## src/rtl/control.sv

```systemverilog
// Multicycle RV32I control FSM: sequences fetch/decode/execute for the datapath
// and handshakes with the memory port. Moore outputs, forced to defaults in reset.
`timescale 1ns/1ps
module control (
  input  logic       clk,
  input  logic       rst,
  input  logic [6:0] opcode,
  input  logic [2:0] funct3,
  input  logic [6:0] funct7,
  input  logic       br_en,
  input  logic [1:0] mem_addr_lo,
  input  logic       mem_resp,
  output logic       mem_read,
  output logic       mem_write,
  output logic [3:0] mem_byte_enable,
  output logic       load_pc,
  output logic       load_ir,
  output logic       load_regfile,
  output logic       load_mar,
  output logic       load_mdr,
  output logic       load_data_out,
  output logic [1:0] pcmux_sel,
  output logic       alumux1_sel,
  output logic [2:0] alumux2_sel,
  output logic [3:0] regfilemux_sel,
  output logic       marmux_sel,
  output logic       cmpmux_sel,
  output logic [2:0] aluop,
  output logic [2:0] cmpop
);

  localparam logic [6:0] OP_LUI   = 7'b0110111;
  localparam logic [6:0] OP_AUIPC = 7'b0010111;
  localparam logic [6:0] OP_JAL   = 7'b1101111;
  localparam logic [6:0] OP_JALR  = 7'b1100111;
  localparam logic [6:0] OP_BR    = 7'b1100011;
  localparam logic [6:0] OP_LOAD  = 7'b0000011;
  localparam logic [6:0] OP_STORE = 7'b0100011;
  localparam logic [6:0] OP_IMM   = 7'b0010011;
  localparam logic [6:0] OP_REG   = 7'b0110011;

  localparam logic [2:0] ALU_SRA  = 3'd2;
  localparam logic [2:0] ALU_SUB  = 3'd3;
  localparam logic [2:0] CMP_BLT  = 3'd4;
  localparam logic [2:0] CMP_BLTU = 3'd6;

  localparam logic [3:0] RF_ALU = 4'd0, RF_BR = 4'd1, RF_UIMM = 4'd2, RF_LW = 4'd3,
                         RF_PC4 = 4'd4, RF_LB = 4'd5, RF_LBU = 4'd6, RF_LH = 4'd7,
                         RF_LHU = 4'd8;

  typedef enum logic [4:0] {
    S_FETCH1, S_FETCH2, S_FETCH3, S_DECODE,
    S_LUI, S_AUIPC, S_IMM, S_REG, S_BR, S_JAL, S_JALR,
    S_CALC_ADDR, S_LD1, S_LD2, S_ST1, S_ST2, S_ILLEGAL
  } state_t;

  state_t r_state, w_next;
  logic   w_unused_funct7;

  assign w_unused_funct7 = ^{funct7[6], funct7[4:0]};

  always_ff @(posedge clk or negedge rst) begin
    if (!rst) r_state <= S_FETCH1;
    else      r_state <= w_next;
  end

  always_comb begin
    mem_read        = 1'b0;
    mem_write       = 1'b0;
    mem_byte_enable = '0;
    load_pc         = 1'b0;
    load_ir         = 1'b0;
    load_regfile    = 1'b0;
    load_mar        = 1'b0;
    load_mdr        = 1'b0;
    load_data_out   = 1'b0;
    pcmux_sel       = 2'd0;
    alumux1_sel     = 1'b0;
    alumux2_sel     = 3'd0;
    regfilemux_sel  = RF_ALU;
    marmux_sel      = 1'b0;
    cmpmux_sel      = 1'b0;
    aluop           = 3'd0;
    cmpop           = 3'd0;
    w_next          = r_state;
    // Output decode is gated by rst so reset holds every strobe and enable low.
    if (rst) begin
      unique case (r_state)
        S_FETCH1: begin
          load_mar = 1'b1;
          w_next   = S_FETCH2;
        end
        S_FETCH2: begin
          mem_read = 1'b1;
          load_mdr = 1'b1;
          if (mem_resp) w_next = S_FETCH3;
        end
        S_FETCH3: begin
          load_ir = 1'b1;
          w_next  = S_DECODE;
        end
        S_DECODE: begin
          case (opcode)
            OP_LUI:             w_next = S_LUI;
            OP_AUIPC:           w_next = S_AUIPC;
            OP_IMM:             w_next = S_IMM;
            OP_REG:             w_next = S_REG;
            OP_BR:              w_next = S_BR;
            OP_JAL:             w_next = S_JAL;
            OP_JALR:            w_next = S_JALR;
            OP_LOAD, OP_STORE:  w_next = S_CALC_ADDR;
            default:            w_next = S_ILLEGAL;
          endcase
        end
        S_LUI: begin
          load_regfile   = 1'b1;
          regfilemux_sel = RF_UIMM;
          load_pc        = 1'b1;
          w_next         = S_FETCH1;
        end
        S_AUIPC: begin
          alumux1_sel  = 1'b1;
          alumux2_sel  = 3'd1;
          load_regfile = 1'b1;
          load_pc      = 1'b1;
          w_next       = S_FETCH1;
        end
        S_IMM, S_REG: begin
          load_regfile = 1'b1;
          load_pc      = 1'b1;
          w_next       = S_FETCH1;
          if (r_state == S_REG) alumux2_sel = 3'd5;
          if (funct3 == 3'b010 || funct3 == 3'b011) begin
            cmpmux_sel     = (r_state == S_IMM);
            cmpop          = funct3[0] ? CMP_BLTU : CMP_BLT;
            regfilemux_sel = RF_BR;
          end else if (funct3 == 3'b101 && funct7[5]) begin
            aluop = ALU_SRA;
          end else if (funct3 == 3'b000 && funct7[5] && r_state == S_REG) begin
            aluop = ALU_SUB;
          end else begin
            aluop = funct3;
          end
        end
        S_BR: begin
          cmpop       = funct3;
          alumux1_sel = 1'b1;
          alumux2_sel = 3'd2;
          pcmux_sel   = br_en ? 2'd1 : 2'd0;
          load_pc     = 1'b1;
          w_next      = S_FETCH1;
        end
        S_JAL: begin
          regfilemux_sel = RF_PC4;
          load_regfile   = 1'b1;
          alumux1_sel    = 1'b1;
          alumux2_sel    = 3'd4;
          pcmux_sel      = 2'd1;
          load_pc        = 1'b1;
          w_next         = S_FETCH1;
        end
        S_JALR: begin
          regfilemux_sel = RF_PC4;
          load_regfile   = 1'b1;
          pcmux_sel      = 2'd2;
          load_pc        = 1'b1;
          w_next         = S_FETCH1;
        end
        S_CALC_ADDR: begin
          alumux2_sel = (opcode == OP_STORE) ? 3'd3 : 3'd0;
          marmux_sel  = 1'b1;
          load_mar    = 1'b1;
          if (opcode == OP_STORE) begin
            load_data_out = 1'b1;
            w_next        = S_ST1;
          end else begin
            w_next        = S_LD1;
          end
        end
        S_LD1: begin
          mem_read = 1'b1;
          load_mdr = 1'b1;
          if (mem_resp) w_next = S_LD2;
        end
        S_LD2: begin
          load_regfile = 1'b1;
          load_pc      = 1'b1;
          w_next       = S_FETCH1;
          case (funct3)
            3'b000:  regfilemux_sel = RF_LB;
            3'b001:  regfilemux_sel = RF_LH;
            3'b100:  regfilemux_sel = RF_LBU;
            3'b101:  regfilemux_sel = RF_LHU;
            default: regfilemux_sel = RF_LW;
          endcase
        end
        S_ST1: begin
          mem_write = 1'b1;
          case (funct3)
            3'b000:  mem_byte_enable = 4'b0001 << mem_addr_lo;
            3'b001:  mem_byte_enable = 4'b0011 << mem_addr_lo;
            3'b010:  mem_byte_enable = 4'b1111;
            default: mem_byte_enable = 4'b0000;
          endcase
          if (mem_resp) w_next = S_ST2;
        end
        S_ST2: begin
          load_pc = 1'b1;
          w_next  = S_FETCH1;
        end
        S_ILLEGAL: begin
          load_pc = 1'b1;
          w_next  = S_FETCH1;
        end
        default: w_next = S_FETCH1;
      endcase
    end
  end

endmodule

```

## config.mk

```make
export PLATFORM = sky130hd
export DESIGN_NAME = control
export DESIGN_NICKNAME = d
export VERILOG_FILES = /design/src/rtl/control.sv
export SDC_FILE = /design/constraint.sdc
export NUM_CORES = 1
export LEC_CHECK = 0
export ABC_CLOCK_PERIOD_IN_PS = 2540
export CAP_MARGIN = 20
export CORE_MARGIN = 2
export CORE_UTILIZATION = 38
export DETAILED_ROUTE_END_ITERATION = 7
export GPL_ROUTABILITY_DRIVEN = 0
export PLACE_DENSITY = 0.78
export SYNTH_ARGS = -nofsm -noshare
export SYNTH_HDL_FRONTEND = slang
export SYNTH_SLANG_ARGS = --single-unit
```

## constraint.sdc

```tcl
create_clock -name clk -period 2.54 [get_ports clk]
set_clock_uncertainty 0.15 [all_clocks]
set_input_delay 0.762 -clock clk [delete_from_list [all_inputs] [get_ports clk]]
set_output_delay 0.762 -clock clk [all_outputs]
set_load 0.05 [all_outputs]
```

==> results.txt, run 1 <==
status - stopped before the end
Fail Step - 4_1_cts
first error message - [ERROR DPL-0038] Utilization greater than 100%, impossible to legalize
Clock Tree Buf Depth - 2
post-CTS resize count - 100
Boundary Pins - 53
most common cell in the netlist - nor2_1
largest family of logic cells by synthesized area - simple AND/OR/NAND/NOR gates
cts hold-fix bufs - 0
Mapped Cells - 170
Synth Area in Compound Gates - 27.5%
H-tree levels - 1
CTS Root Cell - clkbuf_4
main flop type after synthesis - dfrtp_1
adder-cell area share of the yosys netlist - 0%
Commonest cells post-synth - nor2_1, a21oi_1, nand2_1
register area share after synthesis - 11.0%
synthesized net count - 193
clock sinks - 5
initial core utilization - 40.5%
placed cell count - 279
Post-Syn Area - 1140 um2
post-DP HPWL - 4.12 mm
Synth Area in Simple Gates - 47.7%
Synth async-reset ratio - 100%
FF+latch count, synth - 5
post-synth top area share - 11.0%
Port Buffer Count - 46
CTS buffer count - 3
Mapped Avg Cell Area - 6.69 um2
Post-synth EDFFs - 0
die height - 58.7 um
Area contributors post-synth - dfrtp_1, a21oi_1, nor2_1
post-synthesis mux area share - 2.86%
# rows - 19
area leader, netlist - dfrtp_1
setup repair bufs after CTS - 23
Netlist cell types - 56
xor/xnor share of the synthesized area - 1.54%
Yosys Warn Count - 0
Die X - 58.7 um
[cell families after synthesis]
group,after synthesis
and+or+nand+nor,92
AOI/OAI and AO/OA,49
buffers and inverters,19
DFF,5
muxes,3
xor gates and xnor gates,2
[stage by stage]
stage	setup slack [ns]	setup TNS, ns	hold WS (ns)	area, um2
floorplan	-0.233	-1.03	0.316	1410
global placement	-0.694	-12.96	0.593	2470
detailed placement	-0.733	-14.12	0.666	2470
==> inputs of run 2 (changes only) <==
==> config.mk (replaced) <==
export PLATFORM = sky130hd
export DESIGN_NAME = control
export DESIGN_NICKNAME = d
export VERILOG_FILES = /design/src/rtl/control.sv
export SDC_FILE = /design/constraint.sdc
export NUM_CORES = 1
export LEC_CHECK = 0
export ABC_CLOCK_PERIOD_IN_PS = 3300
export CAP_MARGIN = 20
export CORE_MARGIN = 2
export CORE_UTILIZATION = 30
export DETAILED_ROUTE_END_ITERATION = 7
export GPL_ROUTABILITY_DRIVEN = 0
export PLACE_DENSITY_LB_ADDON = 0.15
export SYNTH_ARGS = -nofsm -noshare
export SYNTH_HDL_FRONTEND = slang
export SYNTH_SLANG_ARGS = --single-unit
==> constraint.sdc (replaced) <==
create_clock -name clk -period 3.3 [get_ports clk]
set_clock_uncertainty 0.15 [all_clocks]
set_input_delay 0.99 -clock clk [delete_from_list [all_inputs] [get_ports clk]]
set_output_delay 0.99 -clock clk [all_outputs]
set_load 0.05 [all_outputs]
==> run 2 against run 1 <==
The flow now finishes, with violations (negative setup slack). Synthesized cell count unchanged. Area after synthesis is the same.
==> results.txt, run 2 <==
P&R area growth vs syn - 107%
Max Slew Vio Count - 0
main flop type after synthesis - dfrtp_1
Worst Hold Slack - 0.622 ns
CP Launch Type - primary input
RSZ-0062 raised after global routing - yes
synthesized net count - 193 (unchanged)
minimum clock period - 3.38 ns
worst slew pin tran - 0.499 ns
H-tree levels - 1 (unchanged)
max-cap violations - 0
fillers - 292
Reg with most FFs - r_state
max reg flops - 5
die height - 65.6 um (+12%)
register area share after synthesis - 11.0% (unchanged)
Die X - 65.6 um (+12%)
status - finished, violations left
largest net degree at the start of global routing - 25
violated checks - negative setup slack
P_leak - 0.932 nW
crit-path cells - buf_6, or4b_4, nor4b_4, a21oi_2, nor2_4, buf_12
ANT cells - 0
setup violators final - 2
first-pass GRT wire length - 6.93 mm
DR WL/cell - 14.0 um
pre-CTS WS - -0.452 ns (+0.281 ns)
leading cell type in the layout, fill and taps excluded - buf_4
fraction of layout cells with a size suffix above 1 - 45.1%
fin nets - 268
RR Startpoint - r_state[3]$_DFFE_PN0P_
CP peak stage delay - 0.50 ns
# rows - 22 (+3)
critical path's slowest cell - or4b_4
FF+latch count, synth - 5 (unchanged)
First DRT Iteration DRCs - 92
die area - 4300 um2
Worst VDD drop - 0.344 mV
Top delay family on crit path - simple AND/OR/NAND/NOR gates
final hold vios - 0
CTS Root Cell - clkbuf_8
Yosys Warn Count - 0 (unchanged)
Mapped Cells - 170 (unchanged)
worst r2r dst - r_state[1]$_DFFE_PN0P_
clock sinks - 5 (unchanged)
FMAX - 296 MHz
total power - 0.00136 W
GRT Resource Usage Total - 20.2%
Final WS setup - -0.0838 ns
worst skew pair latency - 0.23 ns
min-delay worst type - flip-flop to flip-flop
CP Depth - 6
crit path from - funct3[2]
Arr. time, crit path - 2.24 ns
critical path capture point type - output port
Final Util - 64.3%
PD cells - 579 nW/um2
Required @ worst endpoint - 2.16 ns
Commonest cells post-synth - nor2_1, a21oi_1, nand2_1
grt ovf - 0
initial core utilization - 31.1% (-9.5 points)
Clock Tree Buf Depth - 2 (unchanged)
DRC - 0
most frequent cells in the layout - buf_4, buf_12, nor2_1
Mapped Avg Cell Area - 6.69 um2 (unchanged)
vias after detailed routing - 1535
DR pass1 iterations - 4
Max Fanout on Critical Path - 2
CP Class - primary input to output port
clk slew on worst S/H paths - 0.04 ns
area leader, netlist - dfrtp_1
CTS buffer count - 3 (unchanged)
reg2reg setup slack - 1.40 ns
R2R cell count - 5
most common cell in the netlist - nor2_1
Synth async-reset ratio - 100% (unchanged)
Boundary Pins - 53 (unchanged)
Post-Syn Area - 1140 um2 (unchanged)
fin crit share - 103%
final wirelength - 4.10 mm
worst setup path endpoint - aluop[1]
antenna violations before repair - 0
CORE AREA - 3660 um2
Area contributors post-synth - dfrtp_1, a21oi_1, nor2_1
post-synth top area share - 11.0% (unchanged)
via/cell ratio - 5.26
Post-synth EDFFs - 0 (unchanged)
post-route ant nets - 0
Port Buffer Count - 46 (unchanged)
relative slew slack - 66.7%
post-DP HPWL - 3.23 mm (-22%)
vias in the first global route - 1551
Netlist cell types - 56 (unchanged)
CTS tree - yes
CP bufs+invs - 2
Regs by FF count - r_state x5
## run 2: worst min-delay path: stages, from the launching register on
cell and delay [ns]:
dfrtp_1 0.55, nand2_1 0.13, o41ai_1 0.06
## run 2: worst min path at each step
| stage | end | cells after the start | from |
|---|---|---|---|
| floorplan | r_state[1]$_DFFE_PN0P_ | 3 | r_state[4]$_DFFE_PN0P_ |
| global placement | r_state[4]$_DFFE_PN0P_ | 2 | r_state[4]$_DFFE_PN0P_ |
| detailed placement | r_state[4]$_DFFE_PN0P_ | 2 | r_state[4]$_DFFE_PN0P_ |
| CTS | r_state[4]$_DFFE_PN0P_ | 2 | r_state[4]$_DFFE_PN0P_ |
| global route | r_state[4]$_DFFE_PN0P_ | 2 | r_state[4]$_DFFE_PN0P_ |
| finish | r_state[4]$_DFFE_PN0P_ | 2 | r_state[4]$_DFFE_PN0P_ |
## run 2: timing repair
action,4_1_cts,5_1_grt
setup buffers,0,1
pin swaps,14,7
gates resized for setup,31,6
endpoints found under the setup margin,30,9
hold buffers,0,0
gates cloned,0,0
## run 2: area by class of cell
cell class | instances | area, um2 | area share (%)
sequential | 5 | 125 | 5.32
clock buffer | 4 | 45.0 | 1.91
tap | 48 | 60.1 | 2.55
inverter | 4 | 15.0 | 0.638
timing repair buffer | 85 | 1050 | 44.6
multi-input combinational | 146 | 1060 | 45.0
## run 2: routing by layer
layer  global-route usage, %  vias up  share of wire (%)
li1                        -      770                  -
met1                    24.8      699                 42
met2                    36.0       58                 52
met3                    2.74        8                4.8
met4                    6.77        0                1.7
met5                       0        -                  0
## run 2: metrics by stage
step | cells | TNS, ns | instance area (um2)
4_1_cts | 291 | -0.279 | 2330
2_1_floorplan | 170 | -1.36 | 1220
3_3_place_gp | 287 | -5.03 | 2240
5_1_grt | 292 | -0.230 | 2350
3_5_place_dp | 287 | -5.34 | 2240
6_report | 292 | -0.166 | 2350
## run 2: cells by family after synthesis
family | share of synthesized area (%)
compound gates | 27.5
simple gates | 47.7
xor+xnor | 1.54
buf+inv | 9.35
flops | 11.0
mux | 2.86
## run 2: power by group
| part | leakage, nW | switching [W] | internal [W] |
|---|---|---|---|
| Combinational | 0.846 | 0.000620 | 0.000495 |
| Sequential | 0.0627 | 0.0000431 | 0.0000861 |
| Clock | 0.0228 | 0.0000352 | 0.0000834 |
| Total | 0.932 | 0.000698 | 0.000664 |
(Power assumes the default switching activity.)
